## config.mk

```make
export PLATFORM = sky130hd
export DESIGN_NAME = pio_spi_host
export DESIGN_NICKNAME = d
export VERILOG_FILES = /design/src/rtl/pio_spi_host.sv
export SDC_FILE = /design/constraint.sdc
export NUM_CORES = 1
export LEC_CHECK = 0
export ABC_AREA = 1
export CAP_MARGIN = 40
export CORE_ASPECT_RATIO = 1.2
export CORE_UTILIZATION = 60
export DETAILED_ROUTE_END_ITERATION = 6
export PLACE_DENSITY_LB_ADDON = 0.25
export SLEW_MARGIN = 40
export SYNTH_ARGS = -nofsm -noshare
export SYNTH_HDL_FRONTEND = slang
export SYNTH_SLANG_ARGS = --single-unit
```

## constraint.sdc

```tcl
create_clock -name clk -period 4 [get_ports clk]
set_input_delay 0.8 -clock clk [delete_from_list [all_inputs] [get_ports clk]]
set_output_delay 0.8 -clock clk [all_outputs]
set_load 0.005 [all_outputs]
```

## src/rtl/pio_spi_host.sv

```systemverilog
// SPI mode-0 slave that turns 48-bit MCU frames into single-cycle PIO host commands.
// Pull results are captured RD_LAT cycles after the strobe and returned on the next frame.
module pio_spi_host #(
    parameter int unsigned SYNC_STAGES = 2,
    parameter int unsigned RD_LAT      = 2
) (
    input  logic        clk,
    input  logic        reset,
    input  logic        spi_sck,
    input  logic        spi_cs_n,
    input  logic        spi_mosi,
    output logic        spi_miso,
    output logic [3:0]  action,
    output logic [1:0]  mindex,
    output logic [4:0]  index,
    output logic [31:0] din,
    input  logic [31:0] dout,
    output logic        busy,
    output logic        frame_err
);

    localparam int unsigned FRAME_BITS = 48;
    localparam int unsigned CNT_W      = 6;
    localparam int unsigned RD_W       = (RD_LAT < 1) ? 1 : $clog2(RD_LAT + 1);

    localparam logic [1:0] S_IDLE  = 2'd0;
    localparam logic [1:0] S_SHIFT = 2'd1;
    localparam logic [1:0] S_ISSUE = 2'd2;
    localparam logic [1:0] S_DONE  = 2'd3;

    logic [SYNC_STAGES-1:0] sck_sync;
    logic [SYNC_STAGES-1:0] cs_sync;
    logic [SYNC_STAGES-1:0] mosi_sync;
    logic                   sck_q;
    logic                   cs_q;

    logic [1:0]       state;
    logic [1:0]       state_nxt;
    logic [CNT_W-1:0] cnt;
    logic [CNT_W-1:0] cnt_nxt;
    logic [47:0]      rx;
    logic [46:0]      tx;
    logic [31:0]      rdback;
    logic [RD_W-1:0]  rd_cnt;

    logic sck_s_c;
    logic cs_s_c;
    logic mosi_s_c;
    logic sck_rise_c;
    logic sck_fall_c;
    logic cs_rise_c;
    logic cs_fall_c;
    logic abort_c;

    assign sck_s_c    = sck_sync[SYNC_STAGES-1];
    assign cs_s_c     = cs_sync[SYNC_STAGES-1];
    assign mosi_s_c   = mosi_sync[SYNC_STAGES-1];
    assign sck_rise_c = sck_s_c & ~sck_q;
    assign sck_fall_c = ~sck_s_c & sck_q;
    assign cs_rise_c  = cs_s_c & ~cs_q;
    assign cs_fall_c  = ~cs_s_c & cs_q;

    // Sync chains reset low so a CS still held low after reset never looks like a new fall
    always_ff @(posedge clk) begin
        if (reset) begin
            sck_sync  <= '0;
            cs_sync   <= '0;
            mosi_sync <= '0;
            sck_q     <= 1'b0;
            cs_q      <= 1'b0;
        end else begin
            sck_sync[0]  <= spi_sck;
            cs_sync[0]   <= spi_cs_n;
            mosi_sync[0] <= spi_mosi;
            for (int i = 1; i < SYNC_STAGES; i++) begin
                sck_sync[i]  <= sck_sync[i-1];
                cs_sync[i]   <= cs_sync[i-1];
                mosi_sync[i] <= mosi_sync[i-1];
            end
            sck_q <= sck_s_c;
            cs_q  <= cs_s_c;
        end
    end

    always_ff @(posedge clk) begin
        if (reset) state <= S_IDLE;
        else       state <= state_nxt;
    end

    // The 48th rise wins over a simultaneous CS rise, so the frame still issues
    always_comb begin
        state_nxt = state;
        cnt_nxt   = cnt;
        abort_c   = 1'b0;
        case (state)
            S_IDLE: begin
                if (cs_fall_c) begin
                    state_nxt = S_SHIFT;
                    cnt_nxt   = '0;
                end
            end
            S_SHIFT: begin
                if (sck_rise_c && cnt != CNT_W'(FRAME_BITS)) cnt_nxt = cnt + CNT_W'(1);
                if (cnt_nxt == CNT_W'(FRAME_BITS)) begin
                    state_nxt = S_ISSUE;
                end else if (cs_rise_c) begin
                    state_nxt = S_IDLE;
                    abort_c   = 1'b1;
                end
            end
            S_ISSUE: state_nxt = S_DONE;
            S_DONE:  if (cs_s_c) state_nxt = S_IDLE;
            default: state_nxt = S_IDLE;
        endcase
    end

    always_ff @(posedge clk) begin
        if (reset) begin
            cnt       <= '0;
            rx        <= '0;
            tx        <= '0;
            rdback    <= '0;
            rd_cnt    <= '0;
            action    <= '0;
            mindex    <= '0;
            index     <= '0;
            din       <= '0;
            spi_miso  <= 1'b0;
            busy      <= 1'b0;
            frame_err <= 1'b0;
        end else begin
            cnt       <= cnt_nxt;
            action    <= '0;
            frame_err <= abort_c;
            spi_miso  <= 1'b0;

            if (rd_cnt != '0) begin
                rd_cnt <= rd_cnt - RD_W'(1);
                if (rd_cnt == RD_W'(1)) rdback <= dout;
            end

            if (state == S_SHIFT && sck_rise_c) rx <= {rx[46:0], mosi_s_c};

            case (state)
                S_IDLE: begin
                    if (cs_fall_c) begin
                        // Bit 0 is always zero; tx holds bits 1..47
                        tx   <= {15'h0000, rdback};
                        busy <= 1'b1;
                    end
                end
                S_SHIFT: begin
                    if (abort_c) begin
                        busy <= 1'b0;
                    end else if (sck_fall_c) begin
                        spi_miso <= tx[46];
                        tx       <= {tx[45:0], 1'b0};
                    end else begin
                        spi_miso <= spi_miso;
                    end
                end
                S_ISSUE: begin
                    action <= rx[47:44];
                    mindex <= rx[43:42];
                    index  <= rx[36:32];
                    din    <= rx[31:0];
                    busy   <= 1'b0;
                    if (rx[47:44] == 4'd3) rd_cnt <= RD_W'(RD_LAT);
                end
                default: ;
            endcase
        end
    end

endmodule
```

==> impl_metrics.toml <==
[setup_path]
max_stage_delay_ns = 0.51
crit_chain = "inv_1 -> nand2_1 -> inv_2 -> nand3b_1 -> nand2_1 -> nand2_1 -> nor2_2 -> nand2_2 -> nand2_4 -> nand2_4 -> nand2_1 -> a21oi_1"
cpMostUsedCell = "nand2_1"
cp-startpoint = "sck_q"
critPathKind = "reg2reg"
start_kind = "flip-flop"
crit_buf_inv = 2
arrival_ns = 3.08
required_ns = 4.28
cp_max_fo = 49
timing.rr.start = "sck_q"
cp_top_family = "simple AND/OR/NAND/NOR gates"
crit_path_end_kind = "flip-flop"
crit_slowest_cell = "inv_2"

[outcome]
run_status = "finished, final reports clean"

[synthesis]
syn_inst = 1002
synth_most_common_cell = "nand2_1"
yosysWarnings = 0
netlist_area_mm2 = 0.007580
ys_seq_area_frac = 0.5045
synth.distinct_cells = 29
syn-mean-instance-area_um2 = 7.565
synth-seq-cells = 191
synth.area.top_cells = "dfxtp_1 (50%), nand2_1 (11%), nor2_1 (7.2%), a21oi_1 (6.9%), o21ai_0 (5.7%)"
synth_top_area_frac = 0.5045
synth_edf_count = 0
yosys-top-cells-count = "nand2_1 (222), dfxtp_1 (191), nor2_1 (145)"
synthFlopType = "dfxtp_1"
yosys.area.top_type = "dfxtp_1"
syn_nets = 1046
async_flop_share = 0

[clocking]
cts_buffers = 17
root_buffer = "clkbuf_16"
cts_sinks = 191
htree_levels = 4
cts.clk_slew.worst_paths_ns = 0.06
clock_latency_ns = 0.43
postCtsSetupBuffers = 0
ctsResizeCount = 0
tritoncts = "built"
cts_buffer_depth = 2
cts_hold_buf = 0

[min_path]
min_path_type = "reg2reg"
holdCritStartpoint = "cs_sync[0]"

[sta]
maxSlewHeadroom = 0.5032
fmax_mhz = 356.5
rsz0062_at_grt = "false"
finalCriticalPeriod_ns = 2.805
post-route-period-util = 0.7012
final_hold_viol_count = 0
drv_slew = 0
setup_tns_ns = 0
final.setup_skew_ns = 0.009749
worstMarginPinSlew_ns = 0.7452
setup_violations = 0

[cells_and_area]
fin_area_mm2 = 0.008910
antenna_cells = 0
final_cell_count_no_fill = 1215
area_growth_pct = 17.55
fillCellCount = 984
layout.area.seq_mm2 = 0.003824
fin_nets = 1085
final_layout_size_suffix_gt1_frac = 0.07306
multiInputGateArea_mm2 = 0.003277

[place]
routabilityCongestion = 0.8228
io_buffers = 82
dpl_cell_area_mm2 = 0.008348
place_inst = 1183
hpwl_um = 9018

[die]
rows = 44
die_w_um = 104.6
die_area_mm2 = 0.01309
ioPinCount = 83
initial_core_util = 0.6202
fp.dieH_um = 125.1
coreArea_mm2 = 0.01222

[power_and_ir_drop]
sw_frac_of_total = 0.2974
clock_power_share = 0.355
power_density_mw_per_mm2 = 501.2
p_int_mw = 3.138
leakage_nw = 3.316
seqPwrFrac = 0.455
vdd_drop_max_mv = 0.3393
pwr-share-comb = 0.189
power_switching_mw = 1.328

[global_routing]
track_usage = 0.2449
gr-total-overflow = 0
grt_pass1_vias = 6096
antenna_found_initial = 0
grt_first_pass_wirelength_um = 26620
grt_max_degree = 98

[route]
drtIter0Drc = 364
wirelength_um = 15450
first_pass_iters = 5
drc_errors = 0
via_count = 6430
vias_per_cell = 5.292
drtAntennaViolNets = 0
wl_per_cell_um = 12.72

[job]
drv_cap = 0
cell usage in the layout, fill, tap and decap left out, drive strengths merged:
cell type and instances:
clkdlybuf4s50 81, xor2 1, clkbuf 24, nand2 229
nand3b 15, buf 8, nor3 3, o21ai 89
nand3 81, bufinv 1, nand4 2, inv 48
a21oi 116, a211oi 1, ha 7, clkinvlp 2
nor2 149, dfxtp 191, o21bai 1, clkinv 4
nor4 1
area by class of cell:
cell class	count	area share
sequential	191	0.4292
clock buffer	24	0.05294
tap	161	0.02261
inverter	47	0.01980
clock inverter	8	0.009128
timing repair buffer	89	0.09858
multi-input combinational	695	0.3678
metrics by stage:
| stage | util | setup slack (ns) | hold WS (ns) | total power, mW |
|---|---|---|---|---|
| 2_1_floorplan | - | 2.158 | 0.3883 | 2.652 |
| 3_3_place_gp | 0.6821 | 0.9580 | 0.3922 | 2.898 |
| 3_5_place_dp | 0.6830 | 0.9279 | 0.3959 | 2.904 |
| 4_1_cts | 0.7283 | 0.8741 | 0.4073 | 4.486 |
| 5_1_grt | 0.7290 | 0.8580 | 0.4329 | 4.670 |
| 6_report | 0.7290 | 1.195 | 0.4064 | 4.466 |
worst min-delay path, cell delays in order (launching register included):
cell and delay (ns):
dfxtp_1 0.30, inv_1 0.04, nor2_1 0.03
state kept, by name (all words and copies together) (netlist names), 4 cells and up, named ones only:
signal	flops
din	32
tx	47
rdback	32
index	5
action	4
rx	48
cnt	6
cells by family (layout without fill, tap and decap cells):
kind of cell	after synthesis	count (layout)	share of synthesized area
adder cells (fa/ha/maj)	7	7	0.01155
AND/OR/NAND/NOR	480	480	0.2735
flip-flops	191	191	0.5045
XOR/XNOR	1	1	0.001156
AO/OA/AOI/OAI	207	207	0.1428
buffers and inverters	116	168	0.06652
power groups by stage:
stage                     Sequential (mW)  Clock [mW]  Combinational, mW
final                                2.03        1.59              0.845
after global routing                 2.04        1.70              0.931
after CTS                            2.03        1.61              0.839
after detailed placement             2.07           0              0.831
after global placement               2.07           0              0.825
after floorplan                      2.07           0              0.582
worst paths after layout:
| path | slack (ns) | cells after the start | to |
|---|---|---|---|
| worst max-delay path | 1.20 | 12 | tx[13] |
| worst min-delay path | 0.41 | 2 | cs_sync[1] |
| worst min register to register | 0.41 | 2 | cs_sync[1] |
| worst max register to register | 1.20 | 12 | tx[13] |
layer usage:
metal,share of wire,track usage,up-vias
met4,0.013,0.07705,0
met1,0.46,0.2970,2974
met2,0.49,0.4309,128
met5,0,0,-
li1,-,-,3315
met3,0.036,0.05422,13
No activity file was read; power rests on OpenSTA's default activity.
